--- src/rtl/dmem_pkg.sv ---
// -----------------------------------------------------------------------------
// dmem_pkg
// Shared definitions for the word-addressed data memory with posted-write
// buffer: default geometry, the buffer entry layout, the drain FSM state
// type and the byte-address to word-index helper.
// -----------------------------------------------------------------------------
package dmem_pkg;

    localparam int DEPTH_DEF        = 4;   // write-buffer entries
    localparam int AW_DEF           = 6;   // word-address bits
    localparam int DRAIN_CYCLES_DEF = 2;   // cycles a head waits before draining

    // Entries carry the widest possible word index (Addr[31:2]) so the struct
    // does not depend on AW; bits above AW are always zero and fold away.
    localparam int IDX_W = 30;

    typedef struct packed {
        logic             valid;
        logic [IDX_W-1:0] index;
        logic [31:0]      data;
    } wbuf_entry_t;

    typedef enum logic {
        DRAIN_IDLE = 1'b0,
        DRAIN_WAIT = 1'b1
    } drain_state_e;

    // Word index = Addr[aw+1:2]; byte offset and bits above the RAM are dropped,
    // so addresses that differ only there alias to the same word.
    function automatic logic [IDX_W-1:0] word_index(input logic [31:0] addr,
                                                   input int          aw);
        logic [IDX_W-1:0] mask;
        for (int i = 0; i < IDX_W; i++) begin
            mask[i] = (i < aw);
        end
        return addr[31:2] & mask;
    endfunction

endpackage

--- src/rtl/wbuf_fifo.sv ---
// -----------------------------------------------------------------------------
// wbuf_fifo
// In-order circular store buffer with youngest-match forwarding.
//
// Ports:
//   clk, reset        clock, async active-high reset (empties the buffer)
//   push_i            enqueue {push_index_i, push_data_i} at tail (ignored when full)
//   pop_i             dequeue the head (ignored when empty)
//   rd_index_i        word index searched by the load path
//   full_o, count_o   occupancy
//   head_valid_o,
//   head_index_o,
//   head_data_o       oldest entry, next to be written to RAM
//   hit_o, hit_data_o youngest valid entry matching rd_index_i
// -----------------------------------------------------------------------------
module wbuf_fifo
    import dmem_pkg::*;
#(
    parameter int DEPTH = DEPTH_DEF,
    parameter int AW    = AW_DEF
) (
    input  logic                   clk,
    input  logic                   reset,
    input  logic                   push_i,
    input  logic [IDX_W-1:0]       push_index_i,
    input  logic [31:0]            push_data_i,
    input  logic                   pop_i,
    input  logic [IDX_W-1:0]       rd_index_i,
    output logic                   full_o,
    output logic [$clog2(DEPTH):0] count_o,
    output logic                   head_valid_o,
    output logic [AW-1:0]          head_index_o,
    output logic [31:0]            head_data_o,
    output logic                   hit_o,
    output logic [31:0]            hit_data_o
);

    localparam int PW = $clog2(DEPTH);
    localparam int CW = PW + 1;

    wbuf_entry_t      entries_q [DEPTH];
    logic [PW-1:0]    wr_ptr_q, wr_ptr_d;
    logic [PW-1:0]    rd_ptr_q, rd_ptr_d;
    logic [CW-1:0]    count_q, count_d;
    logic             do_push, do_pop;
    logic [DEPTH-1:0] match;
    logic [PW-1:0]    age_slot;

    assign full_o  = (count_q == CW'(DEPTH));
    assign do_push = push_i && !full_o;
    assign do_pop  = pop_i && (count_q != '0);

    // NOTE: every always_comb output gets a default first so no path leaves it
    // unassigned; otherwise synthesis infers a latch.
    always_comb begin
        wr_ptr_d = wr_ptr_q;
        rd_ptr_d = rd_ptr_q;
        count_d  = count_q;
        // Pointers are PW bits wide, so the increment wraps modulo DEPTH.
        if (do_push) wr_ptr_d = wr_ptr_q + 1'b1;
        if (do_pop)  rd_ptr_d = rd_ptr_q + 1'b1;
        case ({do_push, do_pop})
            2'b10:   count_d = count_q + 1'b1;
            2'b01:   count_d = count_q - 1'b1;
            default: count_d = count_q;   // idle, or push+pop cancel out
        endcase
    end

    // NOTE: sequential state uses non-blocking assignments so every flop samples
    // the pre-edge values regardless of statement order.
    always_ff @(posedge clk or posedge reset) begin
        if (reset) begin
            wr_ptr_q <= '0;
            rd_ptr_q <= '0;
            count_q  <= '0;
            for (int i = 0; i < DEPTH; i++) begin
                entries_q[i] <= '0;
            end
        end else begin
            wr_ptr_q <= wr_ptr_d;
            rd_ptr_q <= rd_ptr_d;
            count_q  <= count_d;
            // Push and pop never target the same slot: that would need the
            // buffer to be both full (push blocked) and empty (pop blocked).
            if (do_pop) begin
                entries_q[rd_ptr_q].valid <= 1'b0;
            end
            if (do_push) begin
                entries_q[wr_ptr_q] <= '{valid: 1'b1, index: push_index_i, data: push_data_i};
            end
        end
    end

    // Every slot compares against the load index in parallel.
    always_comb begin
        for (int i = 0; i < DEPTH; i++) begin
            match[i] = entries_q[i].valid && (entries_q[i].index == rd_index_i);
        end
    end

    // Walk slots oldest to youngest so the last hit seen is the youngest store.
    always_comb begin
        hit_o      = 1'b0;
        hit_data_o = '0;
        age_slot   = rd_ptr_q;
        for (int k = 0; k < DEPTH; k++) begin
            age_slot = rd_ptr_q + PW'(k);
            if (match[age_slot]) begin
                hit_o      = 1'b1;
                hit_data_o = entries_q[age_slot].data;
            end
        end
    end

    assign count_o      = count_q;
    assign head_valid_o = entries_q[rd_ptr_q].valid;
    assign head_index_o = entries_q[rd_ptr_q].index[AW-1:0];
    assign head_data_o  = entries_q[rd_ptr_q].data;

endmodule

--- src/rtl/dmem_wbuf.sv ---
// -----------------------------------------------------------------------------
// dmem_wbuf
// Word-addressed data memory behind a posted-write buffer. Stores are queued
// and drained to RAM in order, one every DRAIN_CYCLES cycles; loads forward
// from the youngest buffered store to the same word, else read RAM.
//
// Ports:
//   clk        system clock
//   reset      async active-high; discards pending stores (RAM keeps contents)
//   MemWrite   store request this cycle
//   Addr       byte address (word index = Addr[AW+1:2])
//   WriteData  store data
//   ReadData   combinational load data
//   Stall      store rejected because the buffer is full; re-present it
//   Empty      no pending stores
//   Count      number of pending stores
// -----------------------------------------------------------------------------
module dmem_wbuf
    import dmem_pkg::*;
#(
    parameter int DEPTH        = DEPTH_DEF,
    parameter int AW           = AW_DEF,
    parameter int DRAIN_CYCLES = DRAIN_CYCLES_DEF
) (
    input  logic                   clk,
    input  logic                   reset,
    input  logic                   MemWrite,
    input  logic [31:0]            Addr,
    input  logic [31:0]            WriteData,
    output logic [31:0]            ReadData,
    output logic                   Stall,
    output logic                   Empty,
    output logic [$clog2(DEPTH):0] Count
);

    localparam int CW = $clog2(DEPTH) + 1;
    localparam int TW = (DRAIN_CYCLES > 1) ? $clog2(DRAIN_CYCLES) : 1;

    logic [IDX_W-1:0] idx;
    logic             full;
    logic [CW-1:0]    count;
    logic             accept;
    logic             head_valid;
    logic [AW-1:0]    head_index;
    logic [31:0]      head_data;
    logic             hit;
    logic [31:0]      hit_data;

    drain_state_e     state_q;
    logic [TW-1:0]    timer_q;
    logic             drain_fire;

    logic [31:0]      ram_q [2**AW];

    assign idx = word_index(Addr, AW);

    // Full is judged on the current occupancy even if the head drains this
    // same edge; costs at most one extra stall cycle and keeps Stall shallow.
    assign accept = MemWrite && !full;
    assign Stall  = MemWrite && full;

    wbuf_fifo #(
        .DEPTH (DEPTH),
        .AW    (AW)
    ) u_fifo (
        .clk          (clk),
        .reset        (reset),
        .push_i       (accept),
        .push_index_i (idx),
        .push_data_i  (WriteData),
        .pop_i        (drain_fire),
        .rd_index_i   (idx),
        .full_o       (full),
        .count_o      (count),
        .head_valid_o (head_valid),
        .head_index_o (head_index),
        .head_data_o  (head_data),
        .hit_o        (hit),
        .hit_data_o   (hit_data)
    );

    assign drain_fire = (state_q == DRAIN_WAIT) && head_valid
                     && (timer_q == TW'(DRAIN_CYCLES - 1));

    // Drain FSM: the timer measures how long the current head has waited and
    // restarts whenever a new entry becomes head.
    always_ff @(posedge clk or posedge reset) begin
        if (reset) begin
            state_q <= DRAIN_IDLE;
            timer_q <= '0;
        end else begin
            case (state_q)
                DRAIN_IDLE: begin
                    timer_q <= '0;
                    if (accept) state_q <= DRAIN_WAIT;
                end
                DRAIN_WAIT: begin
                    if (drain_fire) begin
                        timer_q <= '0;
                        // Last entry leaving with nothing arriving behind it.
                        if ((count == CW'(1)) && !accept) state_q <= DRAIN_IDLE;
                    end else begin
                        timer_q <= timer_q + 1'b1;
                    end
                end
            endcase
        end
    end

    // NOTE: the RAM array has no reset; clearing it is neither required nor
    // cheap, and its contents must survive a buffer reset.
    always_ff @(posedge clk) begin
        if (drain_fire) begin
            ram_q[head_index] <= head_data;
        end
    end

    // A load racing the drain of its own word still sees the buffered value,
    // which is the same value RAM takes at that edge.
    assign ReadData = hit ? hit_data : ram_q[idx[AW-1:0]];
    assign Empty    = (count == '0);
    assign Count    = count;

endmodule

--- config.mk ---
export PLATFORM = sky130hd
export DESIGN_NAME = dmem_wbuf
export DESIGN_NICKNAME = d
export VERILOG_FILES = /design/src/rtl/dmem_pkg.sv /design/src/rtl/wbuf_fifo.sv /design/src/rtl/dmem_wbuf.sv
export SDC_FILE = /design/constraint.sdc
export NUM_CORES = 2
export LEC_CHECK = 0
export ABC_CLOCK_PERIOD_IN_PS = 24900
export BUFFER_PORTS_ARGS = -buffer_cell sky130_fd_sc_hd__buf_2
export CORE_ASPECT_RATIO = 1.75
export CORE_UTILIZATION = 55
export DETAILED_ROUTE_END_ITERATION = 10
export HOLD_SLACK_MARGIN = 0.02
export PLACE_DENSITY = 0.73
export SLEW_MARGIN = 20
export SYNTH_ARGS = -nofsm -noshare
export SYNTH_HDL_FRONTEND = slang
export SYNTH_HIERARCHICAL = 1
export SYNTH_SLANG_ARGS = --single-unit
--- constraint.sdc ---
create_clock -name clk -period 24.9 [get_ports clk]
set_input_delay 7.47 -clock clk [delete_from_list [all_inputs] [get_ports clk]]
set_output_delay 7.47 -clock clk [all_outputs]
set_load 0.005 [all_outputs]
==> Word-level counts from Yosys, hierarchy flattened <==
Memory sizes are Yosys's and may differ from the RTL's.
Cells that the tools add are included.
{ "classes": {"addsub": 7, "bitwise": 6, "n_mul": 0, "reduce_logical": 18, "shift": 0, "n_lt_le_gt_ge": 11, "muxes": 46, "n_eq_ne": 8, "n_div": 0} }
{ "ops": {"columns": ["cell", "count"], "rows": [
  ["binary-select mux 63 bit (select 2 bit)", 4],
  ["bitwise mux 252 bit", 2],
  ["2-to-1 mux 252 bit", 2],
  ["2-to-1 mux 32 bit", 11],
  ["demux 63 bit (select 2 bit)", 2],
  ["2-to-1 mux 63 bit", 4],
  ["== test 30 x 6 -> 1 bit", 4],
  ["greater-or-equal comparator 3 bit (second input constant)", 5],
  ["inverter 2 -> 3 bit", 5],
  ["2-to-1 mux 1 bit", 14],
  ["logical AND 1 bit", 13],
  ["< comparator 2 x 3 -> 1 bit (second input constant)", 4],
  ["binary-select mux 1 bit (select 2 bit)", 4],
  ["< comparator 3 x 1 -> 1 bit (second input constant)", 2],
  ["case mux 3 bit (2 select lines)", 1],
  ["adder 2 x 1 -> 2 bit (second input constant)", 2],
  ["adder 2 bit (second input constant)", 2],
  ["case mux 1 bit (2 select lines)", 2],
  ["adder 3 x 1 -> 3 bit (second input constant)", 1],
  ["== test 3 x 1 -> 1 bit (second input constant)", 1],
  ["== test 3 bit (second input constant)", 1],
  ["zero test 3 bit", 1],
  ["nonzero test 3 bit", 1],
  ["subtractor 3 x 1 -> 3 bit (second input constant)", 1],
  ["6 further kinds", 7]
]} }
{ "word_totals": {"out_inout_bits": 37, "wordCells": 114, "romBits": 0, "mem_bits_rw": 2048, "n_memories": 1, "regBits": 261, "in_bits": 67, "latch_bits": 0} }
{ "memory_table": {"columns": ["name", "words", "word_bits", "rd", "rd_ports_with_merged_regs", "write_ports", "line", "source"], "rows": [
  ["ram_q", 64, 32, 1, 0, 1, "dmem_wbuf.sv:53", "logic [31:0] ram_q [2**AW];"]
]} }

==> Depth between registers and ports, before layout <==
{ "depth": {"word_depth": 10, "depth_mapped": 17} }

==> By module <==
The synthesis kept the hierarchy.
{ "by_module_without_submodules": {"columns": ["module", "instances", "area_each_um2", "cells_each", "seq_area_each_um2"], "rows": [
  ["dmem_wbuf", 1, 79302.3, 3805, 61549.0],
  ["wbuf_fifo", 1, 15758.9, 1126, 6481.2]
]} }

==> Least setup slack after synthesis <==
OpenSTA, ideal clock, no wires.
{ "synth_timing": {"kind": "input -> output", "startpoint": "in Addr[3]", "endpoint": "out ReadData[1]", "n_path_buf": 5, "required_time_ns": 17.430, "setup_slack_ns": 7.148, "arrival_ns": 10.282, "cell_stages": 15, "path_cell_list": "buf_6 > xnor2_1 > nand4_1 > or4_4 > nor4_2 > a2111o_2 > buf_6 > nor2_4 > buf_6 > nand2_1 > clkbuf_1 > nand3b_1 > clkbuf_1 > a211oi_1 > or3_1"} }
{ "synth_between": {"elab_chain_cells": 9, "elab_cells_between_ends": 26, "cone_classes": "4 x eq/ne; 17 x mux; 4 x reduce/logical; 1 x memory"} }
{ "synth_rtl": {"columns": ["item", "line", "source"], "rows": [
  ["start: declaration", "dmem_wbuf.sv:28", "input logic [31:0] Addr,"],
  ["== test 30 x 6 -> 1 bit", "wbuf_fifo.sv:97", "match[i] = entries_q[i].valid && (entries_q[i].index == rd_index_i);"],
  ["logical AND 1 bit", "wbuf_fifo.sv:97", null],
  ["binary-select mux 1 bit (select 2 bit)", "wbuf_fifo.sv:108", "if (match[age_slot]) begin"],
  ["2-to-1 mux 1 bit (implied by the code)", "wbuf_fifo.sv:108", null],
  ["2-to-1 mux 1 bit (3 in a row)", "wbuf_fifo.sv:108", null],
  ["2-to-1 mux 1 bit *", "wbuf_fifo.sv:108", null],
  ["net hit", "dmem_wbuf.sv:46", "logic hit;"],
  ["2-to-1 mux 32 bit *", "dmem_wbuf.sv:120", "assign ReadData = hit ? hit_data : ram_q[idx[AW-1:0]];"],
  ["end: declaration", "dmem_wbuf.sv:30", "output logic [31:0] ReadData,"]
]} }
The timed path passes the listed nets; every way through them passes the cells marked *. The select of a mux whose other input is x is not followed.

==> Worst setup path after layout <==
{ "layout_timing": {"startpoint": "in Addr[4]", "endpoint": "out ReadData[18]"} }
The elaborated chain is that of the path after synthesis.

==> run metrics <==
outcome=completed; number of port buffers=77; Resized cells post-CTS=0; main flop type after synthesis=edfxtp_1; Placer Congestion=0.8336; H-tree depth=4; Fin. Hold Viols=0; post-route insts no fill=7,602; Crit path depth=15; CTS tree=done; GRT overflow=0; Peak Freq=47.75 MHz; multi-input logic area=26,600 um2; final wirelength=218.5 mm; share of layout cells above drive strength 1=24.89%; post-route ant nets=0; R2R depth=7; Worst slew margin=18.61%; CP top delay family=buffers and inverters; worst path required time=17,430 ps; sequential area share after synthesis=71.56%; Nets=5,269; Crit Path Category=in2out; Worst Path Arrival=13,470 ps; Fillers=12,000; HPWL after DPL=123.5 mm; endpoint type of the worst setup path=output port; DRT iter0 DRCs=4,751; most frequent cells after synthesis=edfxtp_1 (2,048), mux4_2 (455), mux2i_1 (385); Post-CTS Setup Inserts=0; Leak=34.88 nW; global-route wire length before repair=320.6 mm; RSZ-0062 raised after global routing=no; crit path launch type=primary input; via/cell ratio=6.396; Post-synth EDFFs=2,048; crit-path cells=buf_8 -> xor2_1 -> nor3_1 -> nand4_1 -> nor3_1 -> a2111o_2 -> buf_4 -> nor2_4 -> buf_4 -> nand2_2 -> buf_4 -> a2111oi_0 -> a31oi_1 -> or3_1 -> buf_2; Synth area leaders=edfxtp_1 (65%), mux4_2 (11%), dfrtp_1 (6.9%); CTS sink cnt=2,309; final setup fails=0; WL per Instance=28.75 um; Std-Cell Core Area=171,500 um2; fin crit share=84.10%; Initial Util=55.42%; cts hold-fix bufs=0; GRT Resource Usage Total=25.25%; First-pass DRT Iterations=6; Worst Path Buf+Inv=5; clock skew=20.05 ps; pin count of the biggest net entering global routing=138; mapped cell area=95,060 um2; Syn Inst Count=4,931; Post-Place Cells=7,219; CP most frequent cell=buf_4; post-synth top area share=64.69%; Layout area overhead=10.89%; top-count cell post-synth=edfxtp_1; die area=174,600 um2; post-layout min period=20,940 ps; # rows=201; setup tns final=0 ps; worst IR drop on VDD=0.09674 mV; Clock transition at path regs=60 ps; die width=316.3 um; P per Cell Area=111.3 nW/um2; number of global-route vias before repair=49,690; leading area contributor after synthesis=edfxtp_1; max-cap violations=0; worst hold path type=reg2reg; synth unique cells=64; mean area per synthesized cell=19.28 um2; yosys warns=6; ys async rst share=11.30%; root buffer cell=clkbuf_16; Max Slew Vio Count=0; via count=48,620; measured slew at the worst slew-check pin=1190 ps; CTS max path bufs=3; Worst-Skew Late Latency=850 ps; CTS Buf Count=199; Largest stage delay, worst path=1020 ps; top fanout value on the critical path=101; Yosys reg bits=2,309; IO Count=104; storage element area=68,040 um2; hold path depth=1; Worst path slowest cell=a2111oi_0; WHS=451.8 ps; final routed DRC violation total=0; chip height=552.0 um; initial antenna violation count=23
[sequential cells by signal, indices dropped and copies added, names as in the netlist]
signal	count
ram_q	2048
u_fifo/count_o	3
u_fifo/rd_ptr_q	2
state_q	1
u_fifo/entries_q	252
u_fifo/wr_ptr_q	2
timer_q	1
[worst paths after layout]
path                               startpoint                    end  slack [ps]
setup / recovery                      Addr[4]           ReadData[18]        3960
hold / removal                        timer_q                timer_q         450
setup reg to reg           u_fifo/rd_ptr_q[1]          ram_q[15][31]       19720
hold reg to reg                       timer_q                timer_q         450
max in group asynchronous               reset  u_fifo/entries_q[196]       15900
min in group asynchronous               reset                timer_q        6520
[worst register-to-register path, cell delays in order (launching register included)]
cell,delay (ps)
dfrtp_4,860
buf_4,640
mux4_2,380
and3_1,390
and2_1,280
nand3_1,760
nor2_4,1000
buf_4,480
[metal layers]
| layer | share of wire, % | GRT usage [%] | wire (um) | up-vias |
|---|---|---|---|---|
| li1 | - | - | - | 20590 |
| met1 | 37 | 31.24 | 80480 | 25760 |
| met2 | 54 | 45.68 | 118700 | 1853 |
| met3 | 6.0 | 3.440 | 13010 | 400 |
| met4 | 2.9 | 8.050 | 6286 | 18 |
| met5 | 0.052 | 0 | 113 | - |
[cells in the final DEF, fill, tap and decap left out, types with 62 or more instances in the layout]
| master | Yosys | final |
|---|---|---|
| a211oi_1 | 192 | 192 |
| buf_2 | 99 | 73 |
| buf_4 | 21 | 108 |
| clkbuf_16 | 0 | 202 |
| conb_1 | 1 | 183 |
| dfrtp_1 | 261 | 259 |
| edfxtp_1 | 2048 | 2048 |
| mux2_2 | 280 | 280 |
| mux2i_1 | 385 | 385 |
| mux4_2 | 455 | 436 |
| nand2_1 | 123 | 118 |
| nor2_4 | 1 | 65 |
| nor2b_1 | 103 | 102 |
| o21ai_0 | 66 | 66 |
| o221ai_1 | 63 | 63 |
| xor2_1 | 62 | 62 |
[through the flow]
stage	instance area [um2]	setup WS [ps]	utilization, %	total power (W)
after CTS	105200	4001	61.34	0.01177
after floorplan	95740	7148	-	0.007738
after detailed placement	98820	3996	57.61	0.008749
after global placement	98770	4119	57.59	0.008570
final	105400	3959	61.46	0.01173
after global routing	105400	3863	61.45	0.01214
[area by class of cell]
cell class                      instances  area share, %
Antenna cell                            6        0.01424
Clock buffer                          252          4.992
Clock inverter                        120          1.074
Inverter                               10        0.04273
Multi-Input combinational cell       2474          25.23
Sequential cell                      2309          64.54
Tap cell                             2233          2.650
Timing Repair Buffer                  198          1.450
[cell families (layout without fill, tap and decap cells)]
family / Yosys count / in the layout / share of synthesized area, %
buf+inv: 330 / 580 / 1.802
flops: 2309 / 2309 / 71.56
compound gates: 551 / 551 / 4.479
simple gates: 485 / 485 / 2.693
other cells: 1 / 189 / 0.003945
fa+ha+maj: 10 / 10 / 0.1395
mux: 1120 / 1120 / 18.15
xor+xnor: 125 / 125 / 1.167
[power breakdown]
| group | switching, W | internal [W] | leakage (nW) |
|---|---|---|---|
| Clock | 0.00138 | 0.00168 | 3.12 |
| Combinational | 0.00179 | 0.000896 | 10.2 |
| Sequential | 0.000271 | 0.00571 | 21.6 |
| Total | 0.00344 | 0.00829 | 34.9 |
Note: power is estimated with default switching activity, not from simulation.
